`src/rtl/reset_delay_pkg.sv`:
```
// Shared helpers for reset_delay_line: port/counter width math and the
// default stage reset value.
package reset_delay_pkg;

  // Widest WIDTH for which the default reset value is derived automatically.
  localparam int RV_MAX_WIDTH = 1024;

  // tap_sel width: at least one bit, even when DEPTH is 1.
  function automatic int tap_width(input int depth);
    return (depth > 1) ? $clog2(depth) : 1;
  endfunction

  // Fill counter has to hold the value DEPTH itself.
  function automatic int fill_width(input int depth);
    return (depth > 0) ? $clog2(depth + 1) : 1;
  endfunction

  function automatic logic [RV_MAX_WIDTH-1:0] default_reset_value(input int width);
    logic [RV_MAX_WIDTH-1:0] v;
    v = '0;
    for (int i = 0; i < RV_MAX_WIDTH; i++) begin
      if (i < width) v[i] = 1'b1;
    end
    return v;
  endfunction

endpackage

```
`src/rtl/reset_delay_stage.sv`:
```
// One WIDTH-bit stage of the delay line: synchronous reset to RESET_VALUE,
// otherwise loads load_value on enabled edges.
module reset_delay_stage #(
  parameter int WIDTH = 1,
  parameter logic [WIDTH-1:0] RESET_VALUE = '1
) (
  input  logic             clock,
  input  logic             reset,
  input  logic             enable,
  input  logic [WIDTH-1:0] load_value,
  output logic [WIDTH-1:0] q
);

  always_ff @(posedge clock) begin
    if (reset) begin
      q <= RESET_VALUE;
    end else if (enable) begin
      q <= load_value;
    end
  end

endmodule

```
`src/rtl/reset_delay_line.sv`:
```
// DEPTH-stage shift register with runtime tap, fill tracking and flush.
// Define RESET_DELAY_LINE_TAPS_EN to drive the flattened taps port; otherwise it reads zero.
module reset_delay_line
  import reset_delay_pkg::*;
#(
  parameter int WIDTH = 1,
  parameter int DEPTH = 4,
  parameter logic [WIDTH-1:0] RESET_VALUE = WIDTH'(default_reset_value(WIDTH)),
  localparam int TAPW = tap_width(DEPTH)
) (
  input  logic                   clock,
  input  logic                   reset,
  input  logic                   enable,
  input  logic                   flush,
  input  logic [WIDTH-1:0]       data_in,
  input  logic [TAPW-1:0]        tap_sel,
  output logic [WIDTH-1:0]       data_out,
  output logic [WIDTH-1:0]       data_tap,
  output logic                   primed,
  output logic [DEPTH*WIDTH-1:0] taps
);

  localparam int CW = fill_width(DEPTH);
  localparam logic [CW-1:0] FULL = CW'(DEPTH);

  logic [WIDTH-1:0] stage [DEPTH];
  logic [CW-1:0]    fill;
  logic             clear;

  // Reset and flush have the same effect on every stage, so one clear line
  // serves both; reset therefore trivially wins over flush and enable.
  assign clear = reset | flush;

  for (genvar k = 0; k < DEPTH; k++) begin : g_stage
    logic [WIDTH-1:0] load_value;
    if (k == 0) begin : g_head
      assign load_value = data_in;
    end else begin : g_body
      assign load_value = stage[k-1];
    end

    reset_delay_stage #(
      .WIDTH      (WIDTH),
      .RESET_VALUE(RESET_VALUE)
    ) u_stage (
      .clock     (clock),
      .reset     (clear),
      .enable    (enable),
      .load_value(load_value),
      .q         (stage[k])
    );
  end

  always_ff @(posedge clock) begin
    if (clear) begin
      fill <= '0;
    end else if (enable && (fill != FULL)) begin
      fill <= fill + CW'(1);
    end
  end

  assign primed   = (fill == FULL);
  assign data_out = stage[DEPTH-1];

  // Out-of-range tap_sel matches no stage and falls through to the last one.
  always_comb begin
    data_tap = stage[DEPTH-1];
    for (int k = 0; k < DEPTH; k++) begin
      if (32'(tap_sel) == k) data_tap = stage[k];
    end
  end

`ifdef RESET_DELAY_LINE_TAPS_EN
  for (genvar k = 0; k < DEPTH; k++) begin : g_taps
    assign taps[k*WIDTH +: WIDTH] = stage[k];
  end
`else
  assign taps = '0;
`endif

endmodule

```
`config.mk`:
```
export PLATFORM = sky130hd
export DESIGN_NAME = reset_delay_line
export DESIGN_NICKNAME = d
export VERILOG_FILES = /design/src/rtl/reset_delay_pkg.sv /design/src/rtl/reset_delay_stage.sv /design/src/rtl/reset_delay_line.sv
export SDC_FILE = /design/constraint.sdc
export NUM_CORES = 1
export LEC_CHECK = 0
export CORE_AREA = 2 2 39 41
export CTS_CLUSTER_DIAMETER = 40
export CTS_CLUSTER_SIZE = 28
export DETAILED_ROUTE_END_ITERATION = 8
export DIE_AREA = 0 0 41 43
export PLACE_DENSITY_LB_ADDON = 0.08
export RECOVER_POWER = 25
export SYNTH_ARGS = -nofsm -noshare
export SYNTH_HDL_FRONTEND = slang
export SYNTH_SLANG_ARGS = --single-unit
```
`constraint.sdc`:
```
create_clock -name clock -period 3.4 [get_ports clock]
set_clock_uncertainty 0.15 [all_clocks]
set_input_delay 0.34 -clock clock [delete_from_list [all_inputs] [get_ports clock]]
set_output_delay 0.34 -clock clock [all_outputs]
set_load 0.05 [all_outputs]
```
Word level (Yosys, flattened, before mapping)
Cells that the tools add are included.

word-level totals
  output and inout port bits = 7
  logic and storage cells = 18
  flip-flop bits (word level) = 7
  input port bits = 7

cells by class
  reductions and logical operators = 2
  add/sub/neg operators = 1
  bitwise operators = 1
  eq/ne operators = 5
  mux-type cells = 4

operators by type and width
  cell                                                                    count
  2-bit equality test (second input constant)                             2
  1-bit two-way mux                                                       4
  3-bit by 1-bit adder with 3-bit output (second input constant)          1
  3-bit equality test (second input constant)                             1
  3-bit != test (second input constant)                                   1
  2-bit by 1-bit equality test with 1-bit output (second input constant)  1
  2-bit logical NOT                                                       1
  1-bit logical AND                                                       1
  1-bit bitwise OR                                                        1

Depth between registers and ports, before layout
Gate-level depths: netlist of run 1.

  depth after elaboration = 5
  depth in mapped cells = 5
  depth with buffers taken out = 5

Modules after synthesis
From an unflattened synthesis of run 1, not the netlist that was laid out.

second synthesis, totals
  cell total of the unflattened synthesis = 36
  area, all modules = 359.1 um^2

by module, submodules not included
  module             seq. area each (um^2)  times used  cells an instance  area an instance (um^2)
  reset_delay_line   60.1                   1           24                 219.0
  reset_delay_stage  20.0                   4           3                  35.0

Worst setup path before layout of run 1
OpenSTA, ideal clock, no wires.

  path kind = register -> output
  start point = reg g_stage[3].u_stage.q
  end point = out data_tap
  stages on the path, launching flop included = 2
  path buffers = 0
  path slack = 1.758 ns
  arrival = 1.152 ns
  path through = dfxtp_1 mux4_2

on the way
  word-level cells in the longest chain between the ends = 4

RTL lines
  what                             RTL line                 source
  start: declaration               reset_delay_stage.sv:11  output logic [WIDTH-1:0] q
  start signal: assignment         reset_delay_stage.sv:18  q <= load_value;
  1-bit two-way mux (3 in series)  reset_delay_line.sv:69   if (32'(tap_sel) == k) data_tap = stage[k];
  1-bit two-way mux *              reset_delay_line.sv:69
  end: declaration                 reset_delay_line.sv:18   output logic [WIDTH-1:0] data_tap,

Mark *: on every way between the ends. The rest lies on a longest branch, timed or not.

Worst setup path in the final report of run 1
  start point = in tap_sel[1]
  end point = out data_tap

on the way
  word-level cells in the longest chain between the ends = 5

RTL lines
  what                             RTL line                source
  start: declaration               reset_delay_line.sv:16  input logic [TAPW-1:0] tap_sel,
  2-bit logical NOT                reset_delay_line.sv:69
  1-bit two-way mux (3 in series)  reset_delay_line.sv:69
  1-bit two-way mux *              reset_delay_line.sv:69

Marks and branches as above.

==> results of run 1 <==
==> registers in the layout, indices dropped and copies added, names as in the netlist <==
signal / cells
g_stage.u_stage.q: 4
fill: 3
==> power breakdown <==
group / switching, mW / internal, mW
Sequential: 0.00119 / 0.0835
Clock: 0.0287 / 0.0446
Combinational: 0.0183 / 0.0115
==> synthesized netlist by cell type <==
cell and count:
sky130_fd_sc_hd__dfxtp_1 7, sky130_fd_sc_hd__nand2_1 6, sky130_fd_sc_hd__buf_4 4, sky130_fd_sc_hd__mux2i_1 4, sky130_fd_sc_hd__ha_1 2, sky130_fd_sc_hd__inv_1 2, sky130_fd_sc_hd__a21boi_4 1, sky130_fd_sc_hd__and2_1 1
sky130_fd_sc_hd__buf_6 1, sky130_fd_sc_hd__conb_1 1, sky130_fd_sc_hd__mux4_2 1, sky130_fd_sc_hd__nand3_1 1, sky130_fd_sc_hd__nor2_1 1, sky130_fd_sc_hd__nor3_2 1, sky130_fd_sc_hd__o211ai_1 1, sky130_fd_sc_hd__o21ai_0 1
sky130_fd_sc_hd__o41ai_1 1, sky130_fd_sc_hd__xnor2_1 1
==> worst min path at each step <==
stage	end	depth (start not counted)
after floorplan	fill[0]	1
after global placement	fill[1]	2
after detailed placement	fill[1]	2
after CTS	fill[1]	2
after global routing	fill[1]	2
final	fill[1]	2
==> kinds of logic (layout without fill, tap and decap cells) <==
group                      Yosys count  count (layout)
AOI/OAI and AO/OA                    4               4
xor gates and xnor gates             1               1
adders and majority gates            2               2
buffers and inverters                7              15
DFF                                  7               7
muxes                                5               5
other                                1               4
and+or+nand+nor                     10              10
==> routing by layer <==
layer  vias up  share of wire [%]  GRT usage (%)
li1        139                  -              -
met1       134                 32           9.12
met2        10                 59           16.3
met3         2                8.1           3.14
met4         0                1.2           10.0
met5         -                  0              0
==> per-stage QoR <==
step / worst slack [ns] / util, %
floorplan: 1.76 / -
global placement: 0.891 / 33.0
detailed placement: 0.892 / 33.0
CTS: 0.891 / 34.9
global route: 0.853 / 34.9
finish: 0.899 / 34.9
==> layout make-up <==
class	instances	area, µm²	area share, %
clock buffer	4	26.3	5.44
inverter	2	7.51	1.55
multi-input combinational	26	199	41.2
sequential	7	140	29.0
tap	16	20.0	4.15
timing repair buffer	9	90.1	18.7
==> critical path, cell delays in order <==
cell and delay, ns:
sky130_fd_sc_hd__clkdlybuf4s50_1 0.48, sky130_fd_sc_hd__mux4_2 0.48, sky130_fd_sc_hd__clkdlybuf4s50_1 0.71
==> run_summary.xml, run 1 <==
<?xml version="1.0" encoding="UTF-8"?>
<metrics>
  <group name="detailed_routing">
    <metric name="route.antenna.remaining_nets" unit="">0</metric>
    <metric name="route.final.wire_length" unit="µm">675</metric>
    <metric name="viasPerCell" unit="">4.45</metric>
    <metric name="drt_first_pass_iters" unit="">3</metric>
    <metric name="route.detailed.wl_per_inst" unit="µm">10.5</metric>
    <metric name="routed-via-count" unit="">285</metric>
    <metric name="drc_errors" unit="">0</metric>
    <metric name="drt_first_iter_violations" unit="">4</metric>
  </group>
  <group name="clock_tree">
    <metric name="clk-insertion-delay-late" unit="ns">0.24</metric>
    <metric name="cts.htree.levels" unit="">1</metric>
    <metric name="cts_hold_buf" unit="">0</metric>
    <metric name="cts_buffers" unit="">3</metric>
    <metric name="postCtsSetupBuffers" unit="">0</metric>
    <metric name="number_of_sinks_driven_by_the_clock_tree" unit="">7</metric>
    <metric name="post_cts_resize_count" unit="">0</metric>
    <metric name="ctsRootBufferMaster" unit="">sky130_fd_sc_hd__clkbuf_4</metric>
    <metric name="cts_tree" unit="">built</metric>
    <metric name="clkTransAtPathRegs" unit="ns">0.05</metric>
    <metric name="ctsLongestPathBuffers" unit="">2</metric>
  </group>
  <group name="floorplanning">
    <metric name="start_util" unit="%">27.2</metric>
    <metric name="core.rowCount" unit="">14</metric>
    <metric name="num_ports" unit="">14</metric>
    <metric name="die_height" unit="µm">43</metric>
    <metric name="die_area" unit="µm²">1760</metric>
    <metric name="floorplan.die.width" unit="µm">41</metric>
    <metric name="core_region_area" unit="µm²">1380</metric>
  </group>
  <group name="critical_path">
    <metric name="rr_worst_depth" unit="">5</metric>
    <metric name="worstSetupPathType" unit="">in -&gt; out</metric>
    <metric name="worst_path_required_time" unit="ns">2.91</metric>
    <metric name="r2r-end" unit="">fill[0]</metric>
    <metric name="critPathArrivalTime" unit="ns">2.01</metric>
    <metric name="critPathMaxFanout" unit="">1</metric>
    <metric name="worst_r2r_startpoint" unit="">fill[0]</metric>
    <metric name="critPathLaunch" unit="">tap_sel[1]</metric>
    <metric name="regToRegSetupSlack" unit="ns">2.06</metric>
    <metric name="crit_path_end_kind" unit="">output pin</metric>
    <metric name="critical_path.startpoint_type" unit="">input pin</metric>
    <metric name="setup.worst_path.end" unit="">data_tap</metric>
  </group>
  <group name="yosys">
    <metric name="synth.area.top_cells" unit="">sky130_fd_sc_hd__dfxtp_1 (37%), sky130_fd_sc_hd__mux2i_1 (11%), sky130_fd_sc_hd__buf_4 (8.0%), sky130_fd_sc_hd__ha_1 (6.6%), sky130_fd_sc_hd__mux4_2 (6.0%)</metric>
    <metric name="synth_top_area_cell" unit="">sky130_fd_sc_hd__dfxtp_1</metric>
    <metric name="post-synth-top-area-fraction" unit="%">37.2</metric>
    <metric name="ys_warn_count" unit="">0</metric>
    <metric name="synth_cell_types" unit="">18</metric>
    <metric name="mux_cell_area_share_after_synthesis" unit="%">16.6</metric>
    <metric name="post_synth_inst_count" unit="">37</metric>
    <metric name="synthXorXnorAreaFrac" unit="%">2.33</metric>
    <metric name="main_combinational_cell_family_by_area_after_synthesis" unit="">multiplexers</metric>
    <metric name="synthesized_area_per_cell" unit="µm²">10.2</metric>
    <metric name="compound_gate_fraction_of_synth_area" unit="%">10.6</metric>
    <metric name="synthSimpleGateAreaFrac" unit="%">12.6</metric>
    <metric name="synth.cell_area" unit="µm²">377</metric>
    <metric name="synth_fa_ha_area_share" unit="%">6.64</metric>
    <metric name="synth-seq-area-share" unit="%">37.2</metric>
    <metric name="synth.ff_latch_count" unit="">7</metric>
  </group>
  <group name="power_and_ir_drop">
    <metric name="report.power.total" unit="mW">0.188</metric>
    <metric name="vdd_drop_max" unit="µV">146</metric>
    <metric name="p_leak" unit="nW">0.194</metric>
    <metric name="power-per-cell-area" unit="nW/µm²">389</metric>
  </group>
  <group name="placed_design">
    <metric name="postPlaceCellArea" unit="µm²">457</metric>
    <metric name="gp_congestion" unit="">0.547</metric>
    <metric name="place.port_buffers" unit="">9</metric>
    <metric name="placed_cells" unit="">60</metric>
    <metric name="half_perimeter_wire_length_of_the_detailed_placement_result" unit="µm">544</metric>
  </group>
  <group name="finish">
    <metric name="antenna_cells_inserted" unit="">0</metric>
    <metric name="mostFrequentLayoutCell" unit="">sky130_fd_sc_hd__clkdlybuf4s50_1</metric>
    <metric name="area.growth.synth_to_final" unit="%">28.2</metric>
    <metric name="layout_cell_share_with_drive_strength_beyond_1" unit="%">12.5</metric>
    <metric name="final_area" unit="µm²">483</metric>
    <metric name="nFillCells" unit="">156</metric>
    <metric name="num-nets-final" unit="">58</metric>
    <metric name="most-common-layout-cells" unit="">sky130_fd_sc_hd__clkdlybuf4s50_1 (8), sky130_fd_sc_hd__dfxtp_1 (7), sky130_fd_sc_hd__nand2_1 (6), sky130_fd_sc_hd__mux2i_1 (4), sky130_fd_sc_hd__conb_1 (4)</metric>
    <metric name="final-instance-count-excl-fill" unit="">64</metric>
  </group>
  <group name="run_status">
    <metric name="status" unit="">completed</metric>
  </group>
  <group name="sta">
    <metric name="layout_worst_path_cycle_share" unit="%">73.6</metric>
    <metric name="maxSlewViolCount" unit="">0</metric>
    <metric name="finalCriticalPeriod" unit="ns">2.50</metric>
    <metric name="finalSetupTns" unit="ns">0</metric>
    <metric name="worst-slew-pin-transition" unit="ns">0.497</metric>
    <metric name="maxClockFrequency" unit="MHz">400</metric>
    <metric name="unrepaired_setup_endpoints_after_global_routing" unit="">false</metric>
    <metric name="report.final.setup_viol" unit="">0</metric>
    <metric name="final_hold_viol_count" unit="">0</metric>
    <metric name="finalHoldWorstSlack" unit="ns">0.334</metric>
    <metric name="slew_headroom" unit="%">66.8</metric>
  </group>
  <group name="global_route">
    <metric name="grt_pass1_vias" unit="">269</metric>
    <metric name="grt_start_max_net_pins" unit="">8</metric>
    <metric name="total_global_routing_track_utilization" unit="%">10.2</metric>
    <metric name="global_route_wire_length_before_repair" unit="µm">1100</metric>
    <metric name="grt-ovfl-total" unit="">0</metric>
    <metric name="number_of_antenna_violations_at_the_first_check_in_global_routing" unit="">0</metric>
  </group>
  <group name="job">
    <metric name="max_cap_violations" unit="">0</metric>
  </group>
  <group name="hold_path">
    <metric name="hold_path_class" unit="">reg -&gt; reg</metric>
    <metric name="worst_hold_startpoint" unit="">fill[1]</metric>
  </group>
</metrics>
(Power assumes the default switching activity.)
==> run 2, diff against run 1 <==
==> constraint.sdc (replaced) <==
create_clock -name clock -period 2.2 [get_ports clock]
set_clock_uncertainty 0.15 [all_clocks]
set_input_delay 0.22 -clock clock [delete_from_list [all_inputs] [get_ports clock]]
set_output_delay 0.22 -clock clock [all_outputs]
set_load 0.05 [all_outputs]
==> run_summary.xml, run 2 (synthesis gave the netlist of run 1 again) <==
<?xml version="1.0" encoding="UTF-8"?>
<metrics>
  <group name="clock_tree">
    <metric name="cts.htree.levels" unit="">1</metric>
    <metric name="clkTransAtPathRegs" unit="ns">0.06</metric>
    <metric name="ctsRootBufferMaster" unit="">sky130_fd_sc_hd__clkbuf_4</metric>
    <metric name="cts_tree" unit="">built</metric>
    <metric name="post_cts_resize_count" unit="">0</metric>
    <metric name="postCtsSetupBuffers" unit="">0</metric>
    <metric name="number_of_sinks_driven_by_the_clock_tree" unit="">7</metric>
    <metric name="cts_buffers" unit="">3</metric>
    <metric name="ctsLongestPathBuffers" unit="">2</metric>
    <metric name="cts_hold_buf" unit="">0</metric>
    <metric name="clk-insertion-delay-late" unit="ns">0.25</metric>
  </group>
  <group name="detailed_routing">
    <metric name="viasPerCell" unit="">4.39</metric>
    <metric name="drt_first_iter_violations" unit="">0</metric>
    <metric name="route.final.wire_length" unit="µm">722</metric>
    <metric name="drc_errors" unit="">0</metric>
    <metric name="routed-via-count" unit="">281</metric>
    <metric name="route.antenna.remaining_nets" unit="">0</metric>
    <metric name="drt_first_pass_iters" unit="">1</metric>
    <metric name="route.detailed.wl_per_inst" unit="µm">11.3</metric>
  </group>
  <group name="floorplanning">
    <metric name="start_util" unit="%">27.2</metric>
    <metric name="core_region_area" unit="µm²">1380</metric>
    <metric name="core.rowCount" unit="">14</metric>
    <metric name="num_ports" unit="">14</metric>
    <metric name="floorplan.die.width" unit="µm">41</metric>
    <metric name="die_area" unit="µm²">1760</metric>
    <metric name="die_height" unit="µm">43</metric>
  </group>
  <group name="power_and_ir_drop">
    <metric name="p_leak" unit="nW">0.196</metric>
    <metric name="power-per-cell-area" unit="nW/µm²">613</metric>
    <metric name="vdd_drop_max" unit="µV">264</metric>
    <metric name="report.power.total" unit="mW">0.293</metric>
  </group>
  <group name="finish">
    <metric name="area.growth.synth_to_final" unit="%">26.9</metric>
    <metric name="registers_with_the_highest_flip_flop_counts" unit="">g_stage.u_stage.q: 4 flops, fill: 3 flops</metric>
    <metric name="nFillCells" unit="">147</metric>
    <metric name="layout_cell_share_with_drive_strength_beyond_1" unit="%">16.7</metric>
    <metric name="most-common-layout-cells" unit="">sky130_fd_sc_hd__dfxtp_1 (7), sky130_fd_sc_hd__nand2_1 (6), sky130_fd_sc_hd__clkdlybuf4s50_1 (6), sky130_fd_sc_hd__mux2i_1 (4), sky130_fd_sc_hd__conb_1 (4)</metric>
    <metric name="mostFrequentLayoutCell" unit="">sky130_fd_sc_hd__dfxtp_1</metric>
    <metric name="num-nets-final" unit="">58</metric>
    <metric name="largest_register_ffs" unit="">4</metric>
    <metric name="registers.top_by_ff_count" unit="">g_stage.u_stage.q</metric>
    <metric name="antenna_cells_inserted" unit="">0</metric>
    <metric name="final-instance-count-excl-fill" unit="">64</metric>
  </group>
  <group name="placed_design">
    <metric name="place.port_buffers" unit="">9</metric>
    <metric name="half_perimeter_wire_length_of_the_detailed_placement_result" unit="µm">580</metric>
    <metric name="placed_cells" unit="">60</metric>
    <metric name="gp_congestion" unit="">0.538</metric>
  </group>
  <group name="critical_path">
    <metric name="worst_path_required_time" unit="ns">1.83</metric>
    <metric name="cp_top_family" unit="">buffers and inverters</metric>
    <metric name="regToRegSetupSlack" unit="ns">0.85</metric>
    <metric name="slowest_delay" unit="ns">0.81</metric>
    <metric name="critPathMaxFanout" unit="">3</metric>
    <metric name="critical_path.startpoint_type" unit="">flip-flop</metric>
    <metric name="crit_path_end_kind" unit="">output pin</metric>
    <metric name="worstSetupPathType" unit="">reg -&gt; out</metric>
    <metric name="critical_path.slowest_cell" unit="">sky130_fd_sc_hd__clkdlybuf4s50_1</metric>
    <metric name="worstPathCellList" unit="">clkdlybuf4s50_1</metric>
    <metric name="cp.buffers_inverters" unit="">1</metric>
    <metric name="critPathArrivalTime" unit="ns">1.41</metric>
  </group>
  <group name="global_route">
    <metric name="grt_start_max_net_pins" unit="">8</metric>
    <metric name="total_global_routing_track_utilization" unit="%">11.0</metric>
    <metric name="global_route_wire_length_before_repair" unit="µm">1180</metric>
    <metric name="grt-ovfl-total" unit="">0</metric>
    <metric name="number_of_antenna_violations_at_the_first_check_in_global_routing" unit="">0</metric>
    <metric name="grt_pass1_vias" unit="">293</metric>
  </group>
  <group name="run_status">
    <metric name="status" unit="">completed</metric>
  </group>
  <group name="sta">
    <metric name="finalSetupTns" unit="ns">0</metric>
    <metric name="maxClockFrequency" unit="MHz">562</metric>
    <metric name="maxSlewViolCount" unit="">0</metric>
    <metric name="final_hold_viol_count" unit="">0</metric>
    <metric name="report.final.setup_viol" unit="">0</metric>
    <metric name="layout_worst_path_cycle_share" unit="%">80.9</metric>
    <metric name="finalHoldWorstSlack" unit="ns">0.327</metric>
    <metric name="unrepaired_setup_endpoints_after_global_routing" unit="">false</metric>
    <metric name="finalCriticalPeriod" unit="ns">1.78</metric>
  </group>
  <group name="job">
    <metric name="max_cap_violations" unit="">0</metric>
  </group>
  <group name="hold_path">
    <metric name="hold_path_class" unit="">reg -&gt; reg</metric>
  </group>
</metrics>
==> run 2: changes by cell type in the layout (fill, tap and decap cells not counted), sizes merged <==
cell / change
clkdlybuf4s50: -2
buf: +2
==> run 2: metal layers <==
layer	up-vias	global-route usage (%)	part of all wire, %
met1	129	9.71	33
met2	10	17.2	59
li1	140	-	-
met4	0	10.0	0.83
met5	-	0	0
met3	2	4.71	6.6
==> run 2: path summary, 6_finish.rpt <==
path,cells after the start,from,end
max,1,g_stage[3].u_stage.q,data_out
min,2,fill[1],fill[1]
min reg2reg,2,fill[1],fill[1]
max reg2reg,5,fill[0],fill[0]
==> run 2: through the flow <==
stage	util [%]	setup slack [ns]	area, µm²
after CTS	34.5	0.407	478
after global routing	34.5	0.357	478
after global placement	32.6	0.442	452
after detailed placement	32.6	0.445	452
after floorplan	-	0.678	388
final	34.5	0.421	478
==> run 2: worst register-to-register path, cell delays in order, from the launching register on <==
cell	delay, ns
sky130_fd_sc_hd__dfxtp_1	0.37
sky130_fd_sc_hd__inv_1	0.06
sky130_fd_sc_hd__ha_1	0.26
sky130_fd_sc_hd__a21boi_4	0.20
sky130_fd_sc_hd__xnor2_1	0.15
sky130_fd_sc_hd__nor3_2	0.05
==> run 2: area by class of cell <==
type	instances	area [µm²]	share of cell area (%)
Multi-Input combinational cell	26	199	41.6
Sequential cell	7	140	29.3
Timing Repair Buffer	9	85.1	17.8
Clock buffer	4	26.3	5.50
Tap cell	16	20.0	4.19
Inverter	2	7.51	1.57
==> run 2: where the power goes <==
| part | internal (mW) | switching [mW] |
|---|---|---|
| logic | 0.0176 | 0.0283 |
| clock network | 0.0692 | 0.0468 |
| registers | 0.129 | 0.00183 |
| total | 0.216 | 0.0769 |
